File: src/rtl/sa_pkg.sv
// Shared definitions for the systolic-array input stages: default geometry,
// the MSB-first column slice offset, and the {valid, data} stage element.
package sa_pkg;

  localparam int COL_DEFAULT    = 3;
  localparam int W_DATA_DEFAULT = 8;

  typedef struct packed {
    logic                      valid;
    logic [W_DATA_DEFAULT-1:0] data;
  } stage_t;

  // Column 0 is the most significant slice of a packed row vector.
  function automatic int col_slice_msb(input int col, input int w_data, input int idx);
    return w_data * (col - idx) - 1;
  endfunction

endpackage

File: src/rtl/skew_delay_line.sv
// One column of the skew stage: DEPTH registered stages of {valid, side, data},
// advancing only while i_en is high; data is captured only alongside a valid.
module skew_delay_line #(
  parameter int DEPTH  = 1,
  parameter int W_DATA = 8,
  parameter int W_SIDE = 1
) (
  input  logic              i_clk,
  input  logic              i_rst,
  input  logic              i_en,
  input  logic              i_valid,
  input  logic [W_DATA-1:0] i_data,
  input  logic [W_SIDE-1:0] i_side,
  output logic              o_valid,
  output logic [W_DATA-1:0] o_data,
  output logic [W_SIDE-1:0] o_side,
  output logic              o_any_valid
);

  logic [DEPTH-1:0]  r_valid;
  logic [W_SIDE-1:0] r_side [DEPTH];
  logic [W_DATA-1:0] r_data [DEPTH];

  // NOTE: the data stages are reset along with valid/side so that o_data reads
  // a defined 0 after reset instead of X; this is a short shift line, not a RAM.
  always_ff @(posedge i_clk or posedge i_rst) begin
    if (i_rst) begin
      r_valid <= '0;
      for (int k = 0; k < DEPTH; k++) begin
        r_side[k] <= '0;
        r_data[k] <= '0;
      end
    end else if (i_en) begin
      r_valid[0] <= i_valid;
      r_side[0]  <= i_side;
      if (i_valid) r_data[0] <= i_data;
      for (int k = 1; k < DEPTH; k++) begin
        r_valid[k] <= r_valid[k-1];
        r_side[k]  <= r_side[k-1];
        // Bubbles leave data untouched, so invalid slots keep the last valid value.
        if (r_valid[k-1]) r_data[k] <= r_data[k-1];
      end
    end
  end

  assign o_valid     = r_valid[DEPTH-1];
  assign o_data      = r_data[DEPTH-1];
  assign o_side      = r_side[DEPTH-1];
  assign o_any_valid = |r_valid;

endmodule

File: src/rtl/in_sa_column_skew.sv
// Input skew stage: delays column i by i extra cycles and tracks tile count/busy/done.
// Optional macro SA_SKEW_ZERO_FILL_EN forces invalid output slices to zero.
module in_sa_column_skew
  import sa_pkg::*;
#(
  parameter int COL    = COL_DEFAULT,
  parameter int W_DATA = W_DATA_DEFAULT,
  parameter int W_CNT  = 16
) (
  input  logic                  i_clk,
  input  logic                  i_rst,
  input  logic [COL*W_DATA-1:0] i_data,
  input  logic                  i_dv,
  input  logic                  i_last,
  input  logic                  i_stall,
  output logic                  o_ready,
  output logic [COL*W_DATA-1:0] o_data,
  output logic [COL-1:0]        o_dv,
  output logic                  o_busy,
  output logic [W_CNT-1:0]      o_count,
  output logic                  o_done
);

  logic             w_run;
  logic             w_accept;
  logic [COL-1:0]   w_col_valid;
  logic [COL-1:0]   w_col_side;
  logic [COL-1:0]   w_col_any;
  logic             w_unused_side;
  logic [W_CNT-1:0] r_count;

  assign w_run    = ~i_stall;
  assign w_accept = i_dv & w_run;

  for (genvar gi = 0; gi < COL; gi++) begin : g_col
    localparam int MSB = col_slice_msb(COL, W_DATA, gi);
    logic [W_DATA-1:0] w_line_data;
    logic              w_side_in;

    // Only the last column carries the tile-last marker.
    assign w_side_in = (gi == COL - 1) ? (i_last & w_accept) : 1'b0;

    skew_delay_line #(
      .DEPTH (gi + 1),
      .W_DATA(W_DATA),
      .W_SIDE(1)
    ) u_line (
      .i_clk      (i_clk),
      .i_rst      (i_rst),
      .i_en       (w_run),
      .i_valid    (w_accept),
      .i_data     (i_data[MSB -: W_DATA]),
      .i_side     (w_side_in),
      .o_valid    (w_col_valid[gi]),
      .o_data     (w_line_data),
      .o_side     (w_col_side[gi]),
      .o_any_valid(w_col_any[gi])
    );

`ifdef SA_SKEW_ZERO_FILL_EN
    assign o_data[MSB -: W_DATA] = o_dv[gi] ? w_line_data : '0;
`else
    assign o_data[MSB -: W_DATA] = w_line_data;
`endif
  end

  assign w_unused_side = ^w_col_side;

  assign o_ready = w_run;
  assign o_dv    = w_col_valid & {COL{w_run}};
  assign o_busy  = |w_col_any;
  // A stalled done cycle is simply held in the last stage until the stall drops.
  assign o_done  = w_col_valid[COL-1] & w_col_side[COL-1] & w_run;
  assign o_count = r_count;

  always_ff @(posedge i_clk or posedge i_rst) begin
    if (i_rst) begin
      r_count <= '0;
    end else if (w_run) begin
      if (o_done)
        r_count <= w_accept ? W_CNT'(1) : '0;
      else if (w_accept && r_count != '1)
        r_count <= r_count + W_CNT'(1);
    end
  end

endmodule
File: config.mk
export PLATFORM = sky130hd
export DESIGN_NAME = in_sa_column_skew
export DESIGN_NICKNAME = d
export VERILOG_FILES = /design/src/rtl/sa_pkg.sv /design/src/rtl/skew_delay_line.sv /design/src/rtl/in_sa_column_skew.sv
export SDC_FILE = /design/constraint.sdc
export NUM_CORES = 1
export LEC_CHECK = 0
export CORE_ASPECT_RATIO = 0.5
export CORE_MARGIN = 4
export CORE_UTILIZATION = 53
export DETAILED_ROUTE_END_ITERATION = 6
export PLACE_DENSITY = 0.85
export SYNTH_ARGS = -nofsm -noshare
export SYNTH_HDL_FRONTEND = slang
export SYNTH_SLANG_ARGS = --single-unit
File: constraint.sdc
create_clock -name i_clk -period 3.9 [get_ports i_clk]
set_input_delay 0.78 -clock i_clk [delete_from_list [all_inputs] [get_ports i_clk]]
set_output_delay 0.78 -clock i_clk [all_outputs]
set_load 0.01 [all_outputs]
Word-level counts from Yosys, hierarchy flattened --
Index checks and enable logic that the tools add are counted. Widths: inputs -> output; s select.
Word-level totals: bits of input ports 29, output and inout port bits 46, logic and storage cells 32, bits in registers 73
Cells by class: bitwise operators 6, reduce and logical (&&, ||, !) cells 8, muxes and demuxes 3, eq/ne operators 1, add/subtract/negate cells 1
Operator list (number):
- $mux 16 | 2
- $add 16x1->16 const B | 1
- $ne 16x16->1 const B | 1
- $reduce_and 2->1 | 5
- $reduce_or 6->1 | 1
- $and 1x1->1 | 4
- $and 3x3->3 | 1
- $reduce_bool 2->1 | 1
- $logic_and 1x1->1 | 1
- $mux 1 | 1
- $not 1->1 | 1

Longest topological paths before layout --
depth after elaboration 5, depth in mapped cells 7, mapped depth without buffers 5

By module --
A second synthesis with hierarchy kept.
Unflattened totals: cells, all modules 270, area total of the unflattened synthesis 3626.0 µm²
By module, submodules not included:
- skew_delay_line at g_col[2].u_line | cells each 77, times used 1, seq. area each 750.7 µm², area each 1311.3 µm²
- in_sa_column_skew | cells each 114, times used 1, seq. area each 400.4 µm², area each 1032.2 µm²
- skew_delay_line at g_col[1].u_line | cells each 55, times used 1, seq. area each 500.5 µm², area each 899.6 µm²
- skew_delay_line at g_col[0].u_line | cells each 24, times used 1, seq. area each 250.2 µm², area each 382.9 µm²

Least setup slack after synthesis --
No wires, ideal clock.
kind in2out, from in i_stall, to out o_dv[0], path slack 1295 ps, buffers on the path 2, data arrival time 1825 ps, data required time 3120 ps, cell stages on the path 5, cell sequence clkbuf_1 -> inv_1 -> nand2_1 -> clkinv_1 -> buf_1
On the way: cells in the longest elaborated chain, start to end 2
RTL lines:
- from (decl) | RTL line in_sa_column_skew.sv:15 | input logic i_stall,
- $not 1->1 (no line)
- net o_ready | RTL line in_sa_column_skew.sv:16 | output logic o_ready,
- $and 3x3->3 | RTL line in_sa_column_skew.sv:70 | assign o_dv = w_col_valid & {COL{w_run}};
- to (decl) | RTL line in_sa_column_skew.sv:18 | output logic [COL-1:0] o_dv,
The timed path passes the listed nets, and every way through them passes these cells.

Worst setup path after layout --
from in i_stall, to out o_done
On the way: cells in the longest elaborated chain, start to end 2
RTL lines:
- $not 1->1 (no line)
- $and 1x1->1 | RTL line in_sa_column_skew.sv:73 | assign o_done = w_col_valid[COL-1] & w_col_side[COL-1] & w_run;
- to (decl) | RTL line in_sa_column_skew.sv:21 | output logic o_done
No other way between the ends.

==> results.txt <==
Status: finished clean
Number of top-level pins: 75
Depth of the worst register-to-register path: 5
Total setup violations reported at the end of the flow: 0
Fmax: 310 MHz
Layout Skew: 0.00544 ns
Height of the die: 61.9 um
Final hold slack: 0.468 ns
CTS Buffer Depth: 2
Most common cell after layout, fill and taps aside: sky130_fd_sc_hd__nand2_1
Crit-path max FO: 11
Initial antenna violation count: 0
Share of cells above drive strength 1: 0.102
Wire length of the first global-routing pass: 11700 um
Worst supply voltage drop on vdd: 0.321 mV
Critical path startpoint category: input pin
Final hold violations: 0
Clock tree from TritonCTS: yes
Initial core utilization: 0.555
Sinks on the clock net: 70
Via count: 2508
Number of buffers added on ports: 74
Share of the clock period used by the worst path after layout: 0.828
Power density normalized to cell area: 556 nW/um^2
Final antenna-violating net count: 0
Headroom to the max-slew limit: 0.273
Clock Root Buffer: sky130_fd_sc_hd__clkbuf_16
Time the worst path needs with I/O delays and setup: 3.23 ns
Iter 0 DRT Violations: 301
Net count after synthesis: 357
Yosys warning total: 0
Latest clock arrival within the worst-skew pair: 0.33 ns
Post-CTS Setup Inserts: 0
Reg clk slew, reported paths: 0.06 ns
Die W: 116 um
Detailed-route vias per instance: 5.37
Syn Std Cell Area: 3080 sq um
Count of maximum capacitance violations: 0
Core area: 5540 sq um
Arrival time at the worst endpoint: 2.45 ns
Top flip-flop cell by instance count after synthesis: sky130_fd_sc_hd__dfrtp_1
Largest net degree at the start of global routing: 30
Tightest Pin Transition: 1.08 ns
Register bit count reported by yosys: 70
Count of flip-flops with a built-in enable after synthesis: 0
Sequential-to-total area share from yosys stat: 0.569
Total Power: 2.29 mW
Number of global-route vias before repair: 2416
Die Area: 7160 sq um
Fraction of registers with async set/reset: 1.00
Tot GR Track Use: 0.215
Class of the most critical setup path: in2out
Global placement routability congestion: 0.761
Number of antenna repair diodes: 0
Top library cells by usage in the layout, fill and taps aside: 135 x sky130_fd_sc_hd__nand2_1, 74 x sky130_fd_sc_hd__clkdlybuf4s50_1, 70 x sky130_fd_sc_hd__dfrtp_1
Hold Path Class: reg2reg
Area growth, synth to finish: 34.0%
Clock buffer count from CTS: 9
Routed wire length: 7120 um
Number of core rows: 19
DR pass1 iterations: 4
H-tree depth: 3
Overflow after GRT: 0
Post-Syn Instances: 327
Mean post-synth cell area: 9.41 sq um
Final HPWL DP: 4880 um
Main area contributors after synthesis: sky130_fd_sc_hd__dfrtp_1 57%, sky130_fd_sc_hd__nand2_1 16%, sky130_fd_sc_hd__buf_4 3.9%
Layout Utilization: 0.744
Worst endpoint required time: 3.12 ns
RSZ-0062 raised after global routing: no
Netlist cell types: 41
Final max-slew violation count: 0
Resized Gates After CTS: 0
Net count reported at finish: 420
Hold path depth: 2
Post-synthesis cell type with the largest combined area: sky130_fd_sc_hd__dfrtp_1
Wirelength per Cell: 15.3 um
# hold bufs at CTS: 0
Top-area cell type share of the netlist area: 0.569
Total negative setup slack: 0 ns
DRC violation count after routing: 0
Cell leakage power: 1.95 nW
Endpoint kind of the worst setup timing path: output pin
-- sequential cells by signal (all words and copies together) (netlist names) --
name	cells
g_col.u_line.o_data	24
g_col.u_line.o_side	1
g_col.u_line.r_data	24
g_col.u_line.r_side	2
g_col.u_line.r_valid	3
o_count	16
-- logic make-up (layout without fill, tap and decap cells) --
logic type | count (synthesis) | count (layout) | share of synthesized area
and+or+nand+nor | 177 | 177 | 0.253
AOI/OAI and AO/OA | 32 | 32 | 0.0695
buffers and inverters | 36 | 103 | 0.0647
adders and majority gates | 1 | 1 | 0.00407
DFF | 70 | 70 | 0.569
muxes | 11 | 11 | 0.0399
-- power breakdown --
group / internal, mW / switching (mW) / leakage [nW]
combinational: 0.261 / 0.202 / 0.908
clock: 0.574 / 0.292 / 0.151
sequential: 0.856 / 0.107 / 0.895
total: 1.69 / 0.601 / 1.95
-- per-stage QoR --
| stage | cells | setup WS, ns | area (sq um) |
|---|---|---|---|
| global placement | 452 | 0.697 | 3800 |
| finish | 467 | 0.672 | 4120 |
| CTS | 467 | 0.669 | 4120 |
| global route | 467 | 0.580 | 4120 |
| detailed placement | 452 | 0.669 | 3800 |
| floorplan | 327 | 1.29 | 3080 |
-- layer usage --
layer | routed length (um) | global-route usage | vias to the layer above
met4 | 128 | 0.0744 | 0
li1 | - | - | 1211
met5 | 0 | 0 | -
met1 | 2900 | 0.257 | 1202
met2 | 3720 | 0.382 | 82
met3 | 374 | 0.0667 | 13
-- final cells by class --
| type | instances | area [sq um] |
|---|---|---|
| Inverter | 5 | 18.8 |
| Multi-Input combinational cell | 221 | 1130 |
| Sequential cell | 70 | 1750 |
| Tap cell | 73 | 91.3 |
| Fill cell | 415 | 1420 |
| Clock inverter | 5 | 83.8 |
| Timing Repair Buffer | 83 | 808 |
| Clock buffer | 10 | 239 |
-- critical path, stage by stage --
cell and delay (ns):
sky130_fd_sc_hd__clkdlybuf4s50_1 0.51, sky130_fd_sc_hd__nand3b_1 0.44, sky130_fd_sc_hd__inv_1 0.17, sky130_fd_sc_hd__clkdlybuf4s50_1 0.55
-- cell usage after synthesis (2+ instances only) --
cell type                   instances
sky130_fd_sc_hd__mux2_2            10
sky130_fd_sc_hd__nand2_1          135
sky130_fd_sc_hd__nand4_1            5
sky130_fd_sc_hd__o31ai_1            2
sky130_fd_sc_hd__clkbuf_1           8
sky130_fd_sc_hd__o211ai_1           4
sky130_fd_sc_hd__buf_4             16
sky130_fd_sc_hd__o21ai_0            6
sky130_fd_sc_hd__or4_1              4
sky130_fd_sc_hd__a21oi_1            9
sky130_fd_sc_hd__nor2_1             5
sky130_fd_sc_hd__buf_2              2
sky130_fd_sc_hd__buf_1              4
sky130_fd_sc_hd__and4_1             2
sky130_fd_sc_hd__or3_1              7
sky130_fd_sc_hd__o2111ai_1          2
sky130_fd_sc_hd__nor4_1             2
sky130_fd_sc_hd__inv_1              4
sky130_fd_sc_hd__dfrtp_1           70
sky130_fd_sc_hd__nor2b_1            3
sky130_fd_sc_hd__nand2b_1           2
sky130_fd_sc_hd__nand3_1            6
-- path summary, 6_finish.rpt --
path | slack [ns] | from | to
setup / recovery | 0.67 | i_stall | o_done
hold / removal | 0.47 | g_col[2].u_line.r_data[17]$_DFFE_PP0P_ | g_col[2].u_line.r_data[9]$_DFFE_PP0P_
setup reg to reg | 1.54 | o_count[0]$_DFFE_PP0P_ | o_count[6]$_DFFE_PP0P_
hold reg to reg | 0.47 | g_col[2].u_line.r_data[17]$_DFFE_PP0P_ | g_col[2].u_line.r_data[9]$_DFFE_PP0P_
max in group asynchronous | 2.33 | i_rst | g_col[2].u_line.o_data[5]$_DFFE_PP0P_
min in group asynchronous | 0.81 | i_rst | g_col[0].u_line.o_data[5]$_DFFE_PP0P_
(Power assumes the default switching activity.)
==> RTL edit 1 (same settings) <==
`COL_DEFAULT`: 3 -> 6.
--- a/src/rtl/sa_pkg.sv
+++ b/src/rtl/sa_pkg.sv
@@ -3,5 +3,5 @@
 package sa_pkg;
 
-  localparam int COL_DEFAULT    = 3;
+  localparam int COL_DEFAULT    = 6;
   localparam int W_DATA_DEFAULT = 8;
 
Ports: changed (resized i_data, o_data and o_dv); port bits go from 75 to 126. The function was not compared with the original's and may differ.
==> RTL edit 1 against the original RTL <==
Largest cell class unchanged. Cell area increased by 140%. Maximum frequency decreased by 3.1%. Total power increased to 2.6 times the old value. Register-to-register slack improved by 530 ps. Sequential cell count increased by 126. Die area increased by 140%. Routed wire length increased by 120%. Setup slack got worse by 100 ps. Sequential share of layout area increased by 7.8 points. Highest routed layer unchanged. Area after synthesis increased to 2.6 times the old value.
==> RTL edit 1: results (changes against the original RTL) <==
| Metric | Value |
|---|---|
| Top post-synthesis cells by area | `sky130_fd_sc_hd__dfrtp_1, sky130_fd_sc_hd__mux2_2, sky130_fd_sc_hd__nand2_1, sky130_fd_sc_hd__buf_4, sky130_fd_sc_hd__mux2_1` |
| Worst Reg2Reg Path Length in Cells | `6 (+1)` |
| Total global routing track utilization | `0.185 (-0.0301)` |
| Peak supply drop | `0.327 mV (+1.8%)` |
| Sequential cell area fraction in the yosys report | `0.617 (+0.0476)` |
| First-pass GRT wire length | `25500 µm (+120%)` |
| Largest net degree at the start of global routing | `102 (+240%)` |
| Worst setup slack after placement | `596 ps (-73.6 ps)` |
| Internal power of the cells | `0.00434 W (+160%)` |
| Most used standard cells in the synthesized netlist | `sky130_fd_sc_hd__nand2_1, sky130_fd_sc_hd__dfrtp_1, sky130_fd_sc_hd__mux2_2` |
| Distinct cell type count after synthesis | `42 (+2.4%)` |
| Critical R2R Capture | `o_count[0]` |
| Number of global-route vias before repair | `5189 (+110%)` |
| Setup Buffers After CTS | `0 (unchanged)` |
| Worst slew margin relative to its limit | `0.466 (+0.193)` |
| Leakage power summed over all cells | `4.63 nW (+140%)` |
| Clock insertion delay at the later pin of the skew report | `420 ps (+90 ps)` |
| Number of search-and-repair iterations in the first detailed-routing pass | `5 (+1)` |
| Fraction of registers with async set or reset after synthesis | `1.00 (unchanged)` |
| Total inserted antenna cells | `0 (unchanged)` |
| Average footprint of a synthesized cell | `11.8 µm² (+25%)` |
| Input/output buffers | `125 (+69%)` |
| Wire per inst | `16.0 µm (+4.6%)` |
| Number of buffers created by CTS | `17 (+8)` |
| Filler Cells Inserted | `1094 (+160%)` |
| Run status | `finished clean` |
| Drt initial violations | `366 (+22%)` |
| Share of cell area taken by muxes after synthesis | `0.154 (+0.115)` |
| Clk_skew | `14.7 ps (+9.30 ps)` |
| Net count of the finished layout | `820 (+95%)` |
| GRT met2 Usage | `0.318 (-0.0631)` |
| Vias per Instance | `5.19 (-3.4%)` |
| Worst reg-to-reg setup slack | `2070 ps (+530 ps)` |
| Startpoint of the worst hold path | `g_col[5].u_line.r_data[19]` |
| Final estimated routing congestion in global placement | `0.850 (+12%)` |
| GR Util met1 | `0.238 (-0.0181)` |
| H-tree levels | `4 (+1)` |
| Number of placed instances, taps included | `945 (+110%)` |
| Nets in the synthesized netlist | `730 (+100%)` |
| Largest fanout of any net on the critical path | `10 (-1)` |
| Cells resized by post-CTS repair | `0 (unchanged)` |
| Worst-case hold path end point | `g_col[5].u_line.r_data[11]` |
| Layout cell share with drive strength beyond 1 | `0.200 (+0.0987)` |
| Share of synthesized cell area in full adder, half adder and majority cells | `0.00157 (-0.00249)` |
| CTS root buf | `sky130_fd_sc_hd__clkbuf_16` |
| Met3 Resource Use GR | `0.0354 (-0.0313)` |
| Count of vias placed by the detailed router | `5070 (+100%)` |
| Signal arrival time at the worst endpoint | `2550 ps (+100 ps)` |
| Worst r2r src | `o_count[0]` |
| Synth Area in Compound Gates | `0.0258 (-0.0437)` |
| Post-detail-place hpwl | `10300 µm (+110%)` |
| Final Slew Violations | `0 (unchanged)` |
[RTL edit 1: cell types whose count changed in the layout (fill, tap and decap cells not counted), sizes merged, moves of 3 or more]
| cell | change |
|---|---|
| buf | +6 |
| clkbuf | +7 |
| clkdlybuf4s50 | +51 |
| dfrtp | +126 |
| inv | +10 |
| mux2 | +99 |
| nand2 | +84 |
| nand3 | +3 |
| o31ai | +4 |
| or3 | -4 |
[RTL edit 1: power groups by stage]
stage | clock [W] | sequential, W | combinational, W
5_1_grt | 0.00189 | 0.00301 | 0.00145
4_1_cts | 0.00180 | 0.00294 | 0.00136
2_1_floorplan | 0 | 0.00288 | 0.000963
3_3_place_gp | 0 | 0.00294 | 0.00130
6_report | 0.00176 | 0.00293 | 0.00133
3_5_place_dp | 0 | 0.00297 | 0.00135
[RTL edit 1: per-layer routing]
layer | vias up | part of all wire
li1 | 2407 | -
met1 | 2515 | 0.45
met2 | 122 | 0.50
met3 | 26 | 0.034
met4 | 0 | 0.022
met5 | - | 0
[RTL edit 1: logic make-up after synthesis]
family | count (synthesis)
simple gates | 263
fa+ha+maj | 1
flops | 196
buf+inv | 76
compound gates | 31
mux | 109
[RTL edit 1: worst max-delay path: stages]
cell and delay [ps]:
sky130_fd_sc_hd__clkdlybuf4s50_1 610, sky130_fd_sc_hd__nor2b_1 250, sky130_fd_sc_hd__nand2_1 230, sky130_fd_sc_hd__inv_1 140, sky130_fd_sc_hd__clkdlybuf4s50_1 540
[RTL edit 1: area by class of cell]
type                            instances  area [µm²]  share of cell area
Sequential cell                       196        4900               0.503
Multi-Input combinational cell        404        2590               0.265
Timing Repair Buffer                  140        1380               0.141
Inverter                                7        30.0             0.00308
Clock inverter                         15         180              0.0185
Tap cell                              198         248              0.0254
Clock buffer                           17         425              0.0436
[RTL edit 1: worst max-delay path by stage]
stage	start	end	slack, ps
after detailed placement	i_stall	o_done	600
after floorplan	i_rst	g_col[0].u_line.o_data[0]	590
after global routing	i_stall	o_done	510
after global placement	i_stall	o_done	660
after CTS	i_stall	o_done	600
final	i_stall	o_done	570
[RTL edit 1: through the flow]
stage	cell area (µm²)	hold WS [ps]	util	total power, W
final	9750	463	0.669	0.00603
after floorplan	7950	433	-	0.00384
after detailed placement	9150	449	0.627	0.00432
after global placement	9150	444	0.627	0.00424
after global routing	9750	464	0.669	0.00634
after CTS	9750	462	0.669	0.00609
==> RTL edit 2 (same settings) <==
Without the edit above. Put one more register stage on the output `o_count`, without a reset. The value now appears one clock later. The other outputs are not delayed to match.
--- a/src/rtl/in_sa_column_skew.sv
+++ b/src/rtl/in_sa_column_skew.sv
@@ -72,5 +72,7 @@
   // A stalled done cycle is simply held in the last stage until the stall drops.
   assign o_done  = w_col_valid[COL-1] & w_col_side[COL-1] & w_run;
-  assign o_count = r_count;
+  always_ff @(posedge i_clk) begin
+    o_count <= r_count;
+  end
 
   always_ff @(posedge i_clk or posedge i_rst) begin
Formal check against the unedited RTL: not equivalent (Yosys sat finds a counterexample within 4 cycles, from zero or initial values and one cycle with i_rst high).
==> RTL edit 2 against the original RTL <==
Register-to-register slack better by 430 ps. Largest power group unchanged. Routed wire length fell by 7.5%. Maximum frequency grew 2.4%. Via count is 13% lower. Setup slack better by 76 ps. Total power up 6.9%. Sequential cell count is 16 higher. Cell area is 7.0% higher. Area after synthesis is 10% higher.
==> RTL edit 2: results (changes against the original RTL) <==
| Metric | Value |
|---|---|
| NonClk Buf Share | `0.178 (-0.0179)` |
| Drt initial violations | `130 (-57%)` |
| GR Util met1 | `0.209 (-0.0478)` |
| Sequential fraction of total cell area | `0.470 (+0.0450)` |
| Worst-case hold path end point | `o_count[15]` |
| Run status | `finished clean` |
| Clock buffer count | `11 (+1)` |
| Distinct cell type count after synthesis | `36 (-12%)` |
| Non-clock inverter count in the final layout | `4 (-1)` |
| Number of well-tap cells placed | `88 (+21%)` |
| Nets in the synthesized netlist | `277 (-22%)` |
| Filler Cells Inserted | `442 (+6.5%)` |
| Number of global-route vias before repair | `2288 (-5.3%)` |
| Top post-synthesis cells by area | `sky130_fd_sc_hd__dfrtp_1, sky130_fd_sc_hd__mux2_2, sky130_fd_sc_hd__dfxtp_1, sky130_fd_sc_hd__buf_4, sky130_fd_sc_hd__a21oi_1` |
| Post-DP Area | `4140 µm² (+9.0%)` |
| Sequential cell area fraction in the yosys report | `0.610 (+0.0404)` |
| Worst r2r src | `r_count[0]` |
| Layout clock area frac | `0.0607 (-0.0176)` |
| Total global routing track utilization | `0.187 (-0.0274)` |
| Net count of the finished layout | `344 (-18%)` |
| Synth Area in Compound Gates | `0.0677 (-0.00179)` |
| Signal arrival time at the worst endpoint | `2370 ps (-80 ps)` |
| Number of non-filler instances in the completed layout | `407 (-13%)` |
| Metal1 wirelength | `2620 µm (-10%)` |
| Largest fanout of any net on the critical path | `15 (+4)` |
| GRT met2 Usage | `0.330 (-0.0512)` |
| Count of plain and timing-repair buffers | `80 (-3.6%)` |
| Wire length on met3 | `289 µm (-23%)` |
| Drt total wl | `6590 µm (-7.5%)` |
| Met2 wirelength from detailed routing | `3570 µm (-4.0%)` |
| Fraction of registers with async set or reset after synthesis | `0.814 (-0.186)` |
| Count of vias placed by the detailed router | `2170 (-13%)` |
| Post-detail-place hpwl | `4520 µm (-7.4%)` |
| Clk_skew | `4.36 ps (-1.08 ps)` |
| Multi-input gate share of total cell area | `0.263 (-0.0113)` |
| Average footprint of a synthesized cell | `13.8 µm² (+46%)` |
| Largest net degree at the start of global routing | `71 (+140%)` |
| Share of synthesized cell area in full adder, half adder and majority cells | `0.00368 (-0.000385)` |
| Transition time at the pin with the least slew margin | `850 ps (-231 ps)` |
| Final design area excluding fillers | `4410 µm² (+7.0%)` |
| Startpoint of the worst hold path | `r_count[15]` |
| Xor/xnor cell area share of the yosys netlist | `0.00258 (+0.00258)` |
| Number of placed instances, taps included | `391 (-13%)` |
| Worst reg-to-reg setup slack | `1970 ps (+430 ps)` |
| Cell depth of the worst min-delay path | `0 (-2)` |
| Worst setup slack after placement | `780 ps (+111 ps)` |
==> RTL edit 2: cell types whose count changed after synthesis, sizes merged, moves of 4 or more <==
cell / unedited run / this run
nand2: 135 / 7
mux2: 10 / 50
dfxtp: 0 / 16
clkbuf: 9 / 0
o31ai: 2 / 6
==> RTL edit 2: power breakdown <==
| group | total (W) | internal [W] | leakage (nW) | switching (W) |
|---|---|---|---|---|
| clock network | 0.000766 | 0.000442 | 0.139 | 0.000324 |
| registers | 0.00118 | 0.00106 | 0.991 | 0.000115 |
| logic | 0.000506 | 0.000321 | 0.717 | 0.000185 |
==> RTL edit 2: logic make-up (layout without fill, tap and decap cells) <==
logic type,after synthesis,in the layout
AOI/OAI and AO/OA,32,32
xor gates and xnor gates,1,1
adders and majority gates,1,1
buffers and inverters,28,100
DFF,86,86
muxes,52,52
and+or+nand+nor,47,47
